File: config.mk
export PLATFORM = sky130hd
export DESIGN_NAME = pipe_hazard_ctrl
export DESIGN_NICKNAME = d
export VERILOG_FILES = /design/src/rtl/riscv_ctrl_pkg.sv /design/src/rtl/pipe_hazard_detect.sv /design/src/rtl/pipe_hazard_ctrl.sv
export SDC_FILE = /design/constraint.sdc
export NUM_CORES = 1
export LEC_CHECK = 0
export BUFFER_PORTS_ARGS = -buffer_cell sky130_fd_sc_hd__buf_2
export CORE_MARGIN = 2
export CORE_UTILIZATION = 41
export CTS_BUF_LIST = sky130_fd_sc_hd__clkbuf_2 sky130_fd_sc_hd__clkbuf_4 sky130_fd_sc_hd__clkbuf_8
export DETAILED_ROUTE_END_ITERATION = 8
export PLACE_DENSITY = 0.81
export SLEW_MARGIN = 10
export SYNTH_ARGS = -nofsm -noshare
export SYNTH_HDL_FRONTEND = slang
export SYNTH_SLANG_ARGS = --single-unit
File: constraint.sdc
create_clock -name clk -period 3.8 [get_ports clk]
set_input_delay 0.76 -clock clk [delete_from_list [all_inputs] [get_ports clk]]
set_output_delay 0.76 -clock clk [all_outputs]
set_load 0.005 [all_outputs]
File: src/rtl/riscv_ctrl_pkg.sv
// Shared control definitions for the 5-stage RISC-V pipeline: hazard FSM states,
// architectural constants and default datapath width.
package riscv_ctrl_pkg;

  localparam int unsigned XLEN_DEFAULT = 32;
  localparam int unsigned REG_AW       = 5;

  localparam logic [REG_AW-1:0] REG_X0 = 5'd0;

  typedef enum logic [0:0] {
    StRun,
    StMemHold
  } hazard_state_e;

endpackage

File: src/rtl/pipe_hazard_detect.sv
// Combinational load-use comparator between the ID-stage sources and the load in ID/EX.
// Shared with the forwarding unit.
module pipe_hazard_detect
  import riscv_ctrl_pkg::*;
(
  input  logic [REG_AW-1:0] id_rs1,
  input  logic [REG_AW-1:0] id_rs2,
  input  logic              id_use_rs1,
  input  logic              id_use_rs2,
  input  logic [REG_AW-1:0] ex_rd,
  input  logic              ex_mem_ren,
  output logic              load_use
);

  logic rs1_hit;
  logic rs2_hit;

  assign rs1_hit  = id_use_rs1 && (ex_rd == id_rs1);
  assign rs2_hit  = id_use_rs2 && (ex_rd == id_rs2);
  // x0 is hardwired to zero, so a load targeting it never creates a dependency.
  assign load_use = ex_mem_ren && (ex_rd != REG_X0) && (rs1_hit || rs2_hit);

endmodule

File: src/rtl/pipe_hazard_ctrl.sv
// Stall/flush scheduler for the IF/ID, ID/EX, EX/MEM and MEM/WB registers.
// Optional performance counters are built when HAZARD_PERF_CNT_EN is defined.
module pipe_hazard_ctrl
  import riscv_ctrl_pkg::*;
#(
  parameter int unsigned XLEN   = XLEN_DEFAULT,
  parameter int unsigned PERF_W = 32
) (
  input  logic                  clk,
  input  logic                  rst_n,
  input  logic [REG_AW-1:0]     id_rs1,
  input  logic [REG_AW-1:0]     id_rs2,
  input  logic                  id_use_rs1,
  input  logic                  id_use_rs2,
  input  logic [REG_AW-1:0]     ex_rd,
  input  logic                  ex_mem_ren,
  input  logic                  ex_redirect,
  input  logic [XLEN-1:0]       ex_target,
  input  logic                  icache_stall,
  input  logic                  dcache_stall,
  output logic                  stall_if,
  output logic                  flush_if,
  output logic                  stall_id,
  output logic                  flush_id,
  output logic                  stall_ex,
  output logic                  stall_mem,
  output logic                  redirect_valid,
  output logic [XLEN-1:0]       redirect_pc
`ifdef HAZARD_PERF_CNT_EN
  ,
  output logic [PERF_W-1:0]     perf_luse_cnt,
  output logic [PERF_W-1:0]     perf_dstall_cnt,
  output logic [PERF_W-1:0]     perf_redir_cnt
`endif
);

  hazard_state_e   state_q, state_d;
  logic            pend_valid_q, pend_valid_d;
  logic [XLEN-1:0] pend_pc_q, pend_pc_d;

  logic load_use;
  logic run_eval;
  logic win_luse;
  logic win_dstall;

  pipe_hazard_detect u_detect (
    .id_rs1     (id_rs1),
    .id_rs2     (id_rs2),
    .id_use_rs1 (id_use_rs1),
    .id_use_rs2 (id_use_rs2),
    .ex_rd      (ex_rd),
    .ex_mem_ren (ex_mem_ren),
    .load_use   (load_use)
  );

  always_ff @(posedge clk or negedge rst_n) begin
    if (!rst_n) begin
      state_q      <= StRun;
      pend_valid_q <= 1'b0;
      pend_pc_q    <= '0;
    end else begin
      state_q      <= state_d;
      pend_valid_q <= pend_valid_d;
      pend_pc_q    <= pend_pc_d;
    end
  end

  always_comb begin
    state_d        = state_q;
    pend_valid_d   = pend_valid_q;
    pend_pc_d      = pend_pc_q;
    stall_if       = 1'b0;
    flush_if       = 1'b0;
    stall_id       = 1'b0;
    flush_id       = 1'b0;
    stall_ex       = 1'b0;
    stall_mem      = 1'b0;
    redirect_valid = 1'b0;
    redirect_pc    = '0;
    run_eval       = 1'b0;
    win_luse       = 1'b0;
    win_dstall     = 1'b0;

    unique case (state_q)
      StRun: run_eval = 1'b1;
      StMemHold: begin
        if (dcache_stall) begin
          stall_if   = 1'b1;
          stall_id   = 1'b1;
          stall_ex   = 1'b1;
          stall_mem  = 1'b1;
          win_dstall = 1'b1;
          // EX is frozen, so repeated pulses are the same instruction; keep the first.
          if (ex_redirect && !pend_valid_q) begin
            pend_valid_d = 1'b1;
            pend_pc_d    = ex_target;
          end
        end else if (pend_valid_q) begin
          redirect_valid = 1'b1;
          redirect_pc    = pend_pc_q;
          flush_if       = 1'b1;
          flush_id       = 1'b1;
          pend_valid_d   = 1'b0;
          state_d        = StRun;
        end else begin
          run_eval = 1'b1;
        end
      end
      default: state_d = StRun;
    endcase

    if (run_eval) begin
      state_d = StRun;
      if (dcache_stall) begin
        stall_if   = 1'b1;
        stall_id   = 1'b1;
        stall_ex   = 1'b1;
        stall_mem  = 1'b1;
        win_dstall = 1'b1;
        state_d    = StMemHold;
        if (ex_redirect) begin
          pend_valid_d = 1'b1;
          pend_pc_d    = ex_target;
        end
      end else if (ex_redirect) begin
        redirect_valid = 1'b1;
        redirect_pc    = ex_target;
        flush_if       = 1'b1;
        flush_id       = 1'b1;
      end else if (load_use) begin
        stall_if = 1'b1;
        flush_id = 1'b1;
        win_luse = 1'b1;
      end else if (icache_stall) begin
        stall_if = 1'b1;
        flush_if = 1'b1;
      end
    end
  end

`ifdef HAZARD_PERF_CNT_EN
  logic [PERF_W-1:0] luse_cnt_q, dstall_cnt_q, redir_cnt_q;

  // Saturating counters: stick at all-ones rather than wrapping.
  always_ff @(posedge clk or negedge rst_n) begin
    if (!rst_n) begin
      luse_cnt_q   <= '0;
      dstall_cnt_q <= '0;
      redir_cnt_q  <= '0;
    end else begin
      if (win_luse && (luse_cnt_q != '1)) begin
        luse_cnt_q <= luse_cnt_q + 1'b1;
      end
      if (win_dstall && (dstall_cnt_q != '1)) begin
        dstall_cnt_q <= dstall_cnt_q + 1'b1;
      end
      if (redirect_valid && (redir_cnt_q != '1)) begin
        redir_cnt_q <= redir_cnt_q + 1'b1;
      end
    end
  end

  assign perf_luse_cnt   = luse_cnt_q;
  assign perf_dstall_cnt = dstall_cnt_q;
  assign perf_redir_cnt  = redir_cnt_q;
`endif

endmodule

# After elaboration in Yosys (flattened, before gate mapping)
# Cells that the tools add are included.
[word_totals]
output_inout_bits = 39
regBits = 34
wordCells = 62
[classes]
mux = 48
n_eq_ne = 2
n_bitwise = 1
n_reduce_logical = 8
[ops]
columns = ["op", "count"]
rows = [
  ["$mux W32", 12],
  ["$mux W1", 35],
  ["$eq A5 B5 Y1", 2],
  ["$logic_and A1 B1 Y1", 5],
  ["$reduce_bool A5 Y1", 1],
  ["$pmux W1 S2", 1],
  ["$logic_not A1 Y1", 1],
  ["$logic_or A1 B1 Y1", 1],
  ["$not A1 Y1", 1],
]

# Longest topological paths before layout
[logic_depth]
word_depth = 8
ltp_mapped = 6
ltp_nobuf = 5

# Cells and area by module
# A second synthesis with hierarchy kept.
[hier_totals]
cells_unflattened = 216
hier_area_um2 = 2094.5
[by_module_without_submodules]
columns = ["module", "n_inst", "seq_area_each_um2", "area_per_inst_um2", "cells_per_inst"]
rows = [
  ["pipe_hazard_ctrl", 1, 850.8, 1960.6, 199],
  ["pipe_hazard_detect", 1, 0.0, 133.9, 17],
]

# Worst setup path before layout
# Ideal clock, no wire load.
[synth_path]
path_kind = "input -> output"
startpoint = "input ex_rd[4]"
endpoint = "output flush_if"
arrival_ps = 1612
path_buffers = 0
path_stages = 4
required_time_ps = 3040
path_slack_ps = 1428
path_cell_list = "xor2_1 > nor4_1 > a32oi_1 > o31a_1"
[synth_between]
elab_chain_len = 8
word_cells_on_any_way = 12
[synth_rtl]
columns = ["item", "line_no", "text"]
rows = [
  ["start: declaration", "pipe_hazard_ctrl.sv:15", "input logic [REG_AW-1:0] ex_rd,"],
  ["$eq A5 B5 Y1 (on tied branches)", "pipe_hazard_detect.sv:18, pipe_hazard_detect.sv:19", ""],
  ["$logic_and A1 B1 Y1 (on tied branches)", "pipe_hazard_detect.sv:18, pipe_hazard_detect.sv:19", ""],
  ["$logic_or A1 B1 Y1", "pipe_hazard_detect.sv:21", "assign load_use = ex_mem_ren && (ex_rd != REG_X0) && (rs1_hit || rs2_hit);"],
  ["$logic_and A1 B1 Y1 *", "pipe_hazard_detect.sv:21", ""],
  ["$mux W1 *", "pipe_hazard_ctrl.sv:130", "end else if (load_use) begin"],
  ["$mux W1 *", "pipe_hazard_ctrl.sv:125", "end else if (ex_redirect) begin"],
  ["$mux W1 *", "pipe_hazard_ctrl.sv:114", "if (dcache_stall) begin"],
  ["$mux W1 *", "pipe_hazard_ctrl.sv:112", "if (run_eval) begin"],
  ["end: declaration", "pipe_hazard_ctrl.sv:22", "output logic flush_if,"],
]
# Every way passes the cells marked *; elsewhere a longest branch is shown, timed or not.

# Final worst setup path
# Ends and elaborated chain as after synthesis.

==> load_flow_metrics.sql <==
INSERT INTO impl_metrics (metric_group, metric, value, unit) VALUES
('outcome', 'status', 'complete, no violations', ''),
('critical_path', 'buffers_inverters_on_critical_path', '2', ''),
('critical_path', 'worst_r2r_endpoint', 'pend_pc_q[21]$_DFF_PN0_', ''),
('min_path', 'hold-path-endpoint', 'pend_pc_q[5]$_DFF_PN0_', ''),
('critical_path', 'cp.required', '3.04', 'ns'),
('synthesis', 'ys.warnings.count', '0', ''),
('synthesis', 'mappedNetlistArea', '0.00181', 'mm2'),
('synthesis', 'synth_mux_area_share', '19.9', '%'),
('power', 'seqPwrFrac', '46.3', '%'),
('power', 'internal_power', '754', 'uW'),
('detailed_routing', 'detailedRoute.firstIterationViolations', '52', ''),
('timing', 'finalSetupViolCount', '0', ''),
('synthesis', 'post_synth_and_or_nand_nor_area_fraction', '2.49', '%'),
('timing', 'grt_setup_unrepaired', 'false', ''),
('detailed_routing', 'detail_route.drc_violations', '0', ''),
('die', 'io_pins', '94', ''),
('synthesis', 'synth_top_cell_by_area', 'sky130_fd_sc_hd__dfrtp_1', ''),
('critical_path', 'worst_r2r_startpoint', 'pend_valid_q$_DFF_PN0_', ''),
('critical_path', 'arrival', '1.98', 'ns'),
('cts', 'htree_levels', '2', ''),
('final_layout', 'layout.core_utilization', '56.0', '%'),
('timing', 'worst_slew_pin_slew', '1.01', 'ns'),
('timing', 'final.period_utilization', '72.1', '%'),
('global_routing', 'grt_pass1_vias', '1483', ''),
('timing', 'timing.final.hold_violations', '0', ''),
('synthesis', 'synth_xor_xnor_area_share', '4.84', '%'),
('critical_path', 'crit_path_cells', 'buf_2, xor2_1, nor4_1, a32oi_1, o31a_1, buf_2', ''),
('power', 'p_sw_share', '25.2', '%'),
('critical_path', 'critical_path.max_fanout', '3', ''),
('power', 'power-per-cell-area', '419', 'mW/mm2'),
('cts', 'clock_tree.buffer_depth', '2', ''),
('detailed_routing', 'drt.antenna.violating_nets', '0', ''),
('die', 'floorplan.initialDensity', '42.2', '%'),
('power', 'worst_ir_drop_vdd', '0.239', 'mV'),
('detailed_routing', 'wirelength', '3880', 'um'),
('cts', 'tritoncts', 'done', ''),
('power', 'power_share_of_the_clock_group', '31.9', '%'),
('die', 'floorplan_core_area', '0.00429', 'mm2'),
('power', 'pwr-share-comb', '21.8', '%'),
('final_layout', 'drive_above_1_share', '59.1', '%'),
('timing', 'timing.slew.headroom', '32.3', '%'),
('detailed_routing', 'route.vias.total', '1468', ''),
('final_layout', 'stdcell_area', '0.00241', 'mm2'),
('critical_path', 'crit_path_frequent_cell', 'sky130_fd_sc_hd__buf_2', ''),
('detailed_routing', 'detail_route.first_pass.iterations', '4', ''),
('die', 'std_cell_rows', '24', ''),
('cts', 'cts_setup_buffers', '0', ''),
('timing', 'layout_skew', '0.00237', 'ns'),
('die', 'die-area', '0.00496', 'mm2'),
('critical_path', 'crit_path_end_kind', 'primary output', ''),
('synthesis', 'mappedNetlistNets', '199', ''),
('synthesis', 'syn-mean-instance-area', '12.6', 'um2'),
('cts', 'numClockSinks', '34', ''),
('min_path', 'timing.hold.worst.class', 'reg -> reg', ''),
('critical_path', 'timing.critical_path.slowest_stage_cell', 'sky130_fd_sc_hd__nor4_1', ''),
('synthesis', 'postSynth.asyncResetShare', '100', '%'),
('place', 'post-dp-hpwl', '2800', 'um'),
('cts', 'clk_latency', '0.28', 'ns'),
('power', 'net_load_switching_power', '254', 'uW'),
('cts', 'ctsRootBufferMaster', 'sky130_fd_sc_hd__clkbuf_8', ''),
('die', 'fp.dieW', '70.5', 'um'),
('synthesis', 'edff_count_synth', '0', ''),
('global_routing', 'grt_remaining_overflow', '0', ''),
('final_layout', 'antenna_cells_inserted', '0', ''),
('global_routing', 'pin_count_of_the_biggest_net_entering_global_routing', '35', ''),
('critical_path', 'reg2reg_depth', '2', ''),
('detailed_routing', 'vias_per_cell', '5.11', ''),
('place', 'port_buffers', '93', ''),
('synthesis', 'yosysSeqAreaShare', '47.0', '%'),
('cts', 'cts_hold_buf', '0', ''),
('cts', 'reg_clk_slew_reported_paths', '0.07', 'ns');
[through the flow]
step	hold WS (ns)	setup slack [ns]	instances	total power [mW]
2_1_floorplan	0.459	1.43	144	0.600
3_3_place_gp	0.470	1.10	279	0.686
3_5_place_dp	0.481	1.06	279	0.697
4_1_cts	0.497	1.06	287	1.03
5_1_grt	0.507	0.927	287	1.07
6_report	0.499	1.06	287	1.01
[logic make-up (layout without fill, tap and decap cells)]
logic type             count (synthesis)  in the layout
AO/OA/AOI/OAI                         44             44
multiplexers                          32             32
flip-flops                            34             34
buffers and inverters                 17            108
XOR/XNOR                              10             10
AND/OR/NAND/NOR                        7              7
[registers in the layout, indices dropped and copies added, names as in the netlist]
register and flops:
pend_valid_q 1, state_q 1, pend_pc_q 32
[final cells by class]
type                            count  area (um2)
Sequential cell                    34         851
Multi-Input combinational cell     93         875
Tap cell                           52        65.1
Inverter                            3        11.3
Clock buffer                        5        68.8
Fill cell                         393        1890
Timing Repair Buffer               97         495
Clock inverter                      3        40.0
[cell usage in the layout, fill, tap and decap left out, types with 4 or more instances in the layout]
cell type,count
sky130_fd_sc_hd__clkbuf_8,5
sky130_fd_sc_hd__dfrtp_1,34
sky130_fd_sc_hd__a22o_1,32
sky130_fd_sc_hd__buf_4,4
sky130_fd_sc_hd__xor2_1,8
sky130_fd_sc_hd__mux2_2,30
sky130_fd_sc_hd__buf_2,93
[power groups by stage]
| stage | Clock, mW | Sequential [mW] | Combinational (mW) |
|---|---|---|---|
| floorplan | 0 | 0.463 | 0.138 |
| global placement | 0 | 0.469 | 0.217 |
| detailed placement | 0 | 0.474 | 0.223 |
| CTS | 0.334 | 0.467 | 0.224 |
| global route | 0.350 | 0.476 | 0.244 |
| finish | 0.321 | 0.467 | 0.220 |
[synthesized netlist by cell type, types with 2 or more instances]
master,count
sky130_fd_sc_hd__a21oi_1,2
sky130_fd_sc_hd__a22o_1,32
sky130_fd_sc_hd__buf_2,5
sky130_fd_sc_hd__buf_4,5
sky130_fd_sc_hd__clkbuf_1,3
sky130_fd_sc_hd__dfrtp_1,34
sky130_fd_sc_hd__inv_1,2
sky130_fd_sc_hd__mux2_1,2
sky130_fd_sc_hd__mux2_2,30
sky130_fd_sc_hd__nor4_1,2
sky130_fd_sc_hd__o21ai_0,2
sky130_fd_sc_hd__o31ai_1,2
sky130_fd_sc_hd__xnor2_1,2
sky130_fd_sc_hd__xor2_1,8
[how the worst max path moves through the flow]
stage	endpoint	cells past startpoint	startpoint	slack, ns
global placement	flush_if	7	dcache_stall	1.10
global route	stall_if	6	ex_rd[4]	0.93
finish	flush_if	6	ex_rd[4]	1.06
floorplan	flush_if	4	ex_rd[4]	1.43
detailed placement	flush_if	7	dcache_stall	1.06
CTS	flush_if	7	dcache_stall	1.06
[metal layers]
| metal | routed length, um | GRT usage [%] | vias up |
|---|---|---|---|
| met5 | 0 | 0 | - |
| met4 | 49 | 4.49 | 0 |
| met3 | 299 | 4.76 | 7 |
| met2 | 1830 | 26.8 | 56 |
| met1 | 1700 | 20.4 | 688 |
| li1 | - | - | 717 |
[worst register-to-register path: stages, from the launching register on]
cell and delay (ns):
sky130_fd_sc_hd__dfrtp_1 0.45, sky130_fd_sc_hd__a21oi_4 0.82, sky130_fd_sc_hd__mux2_2 0.44
Note: power is estimated with default switching activity, not from simulation.
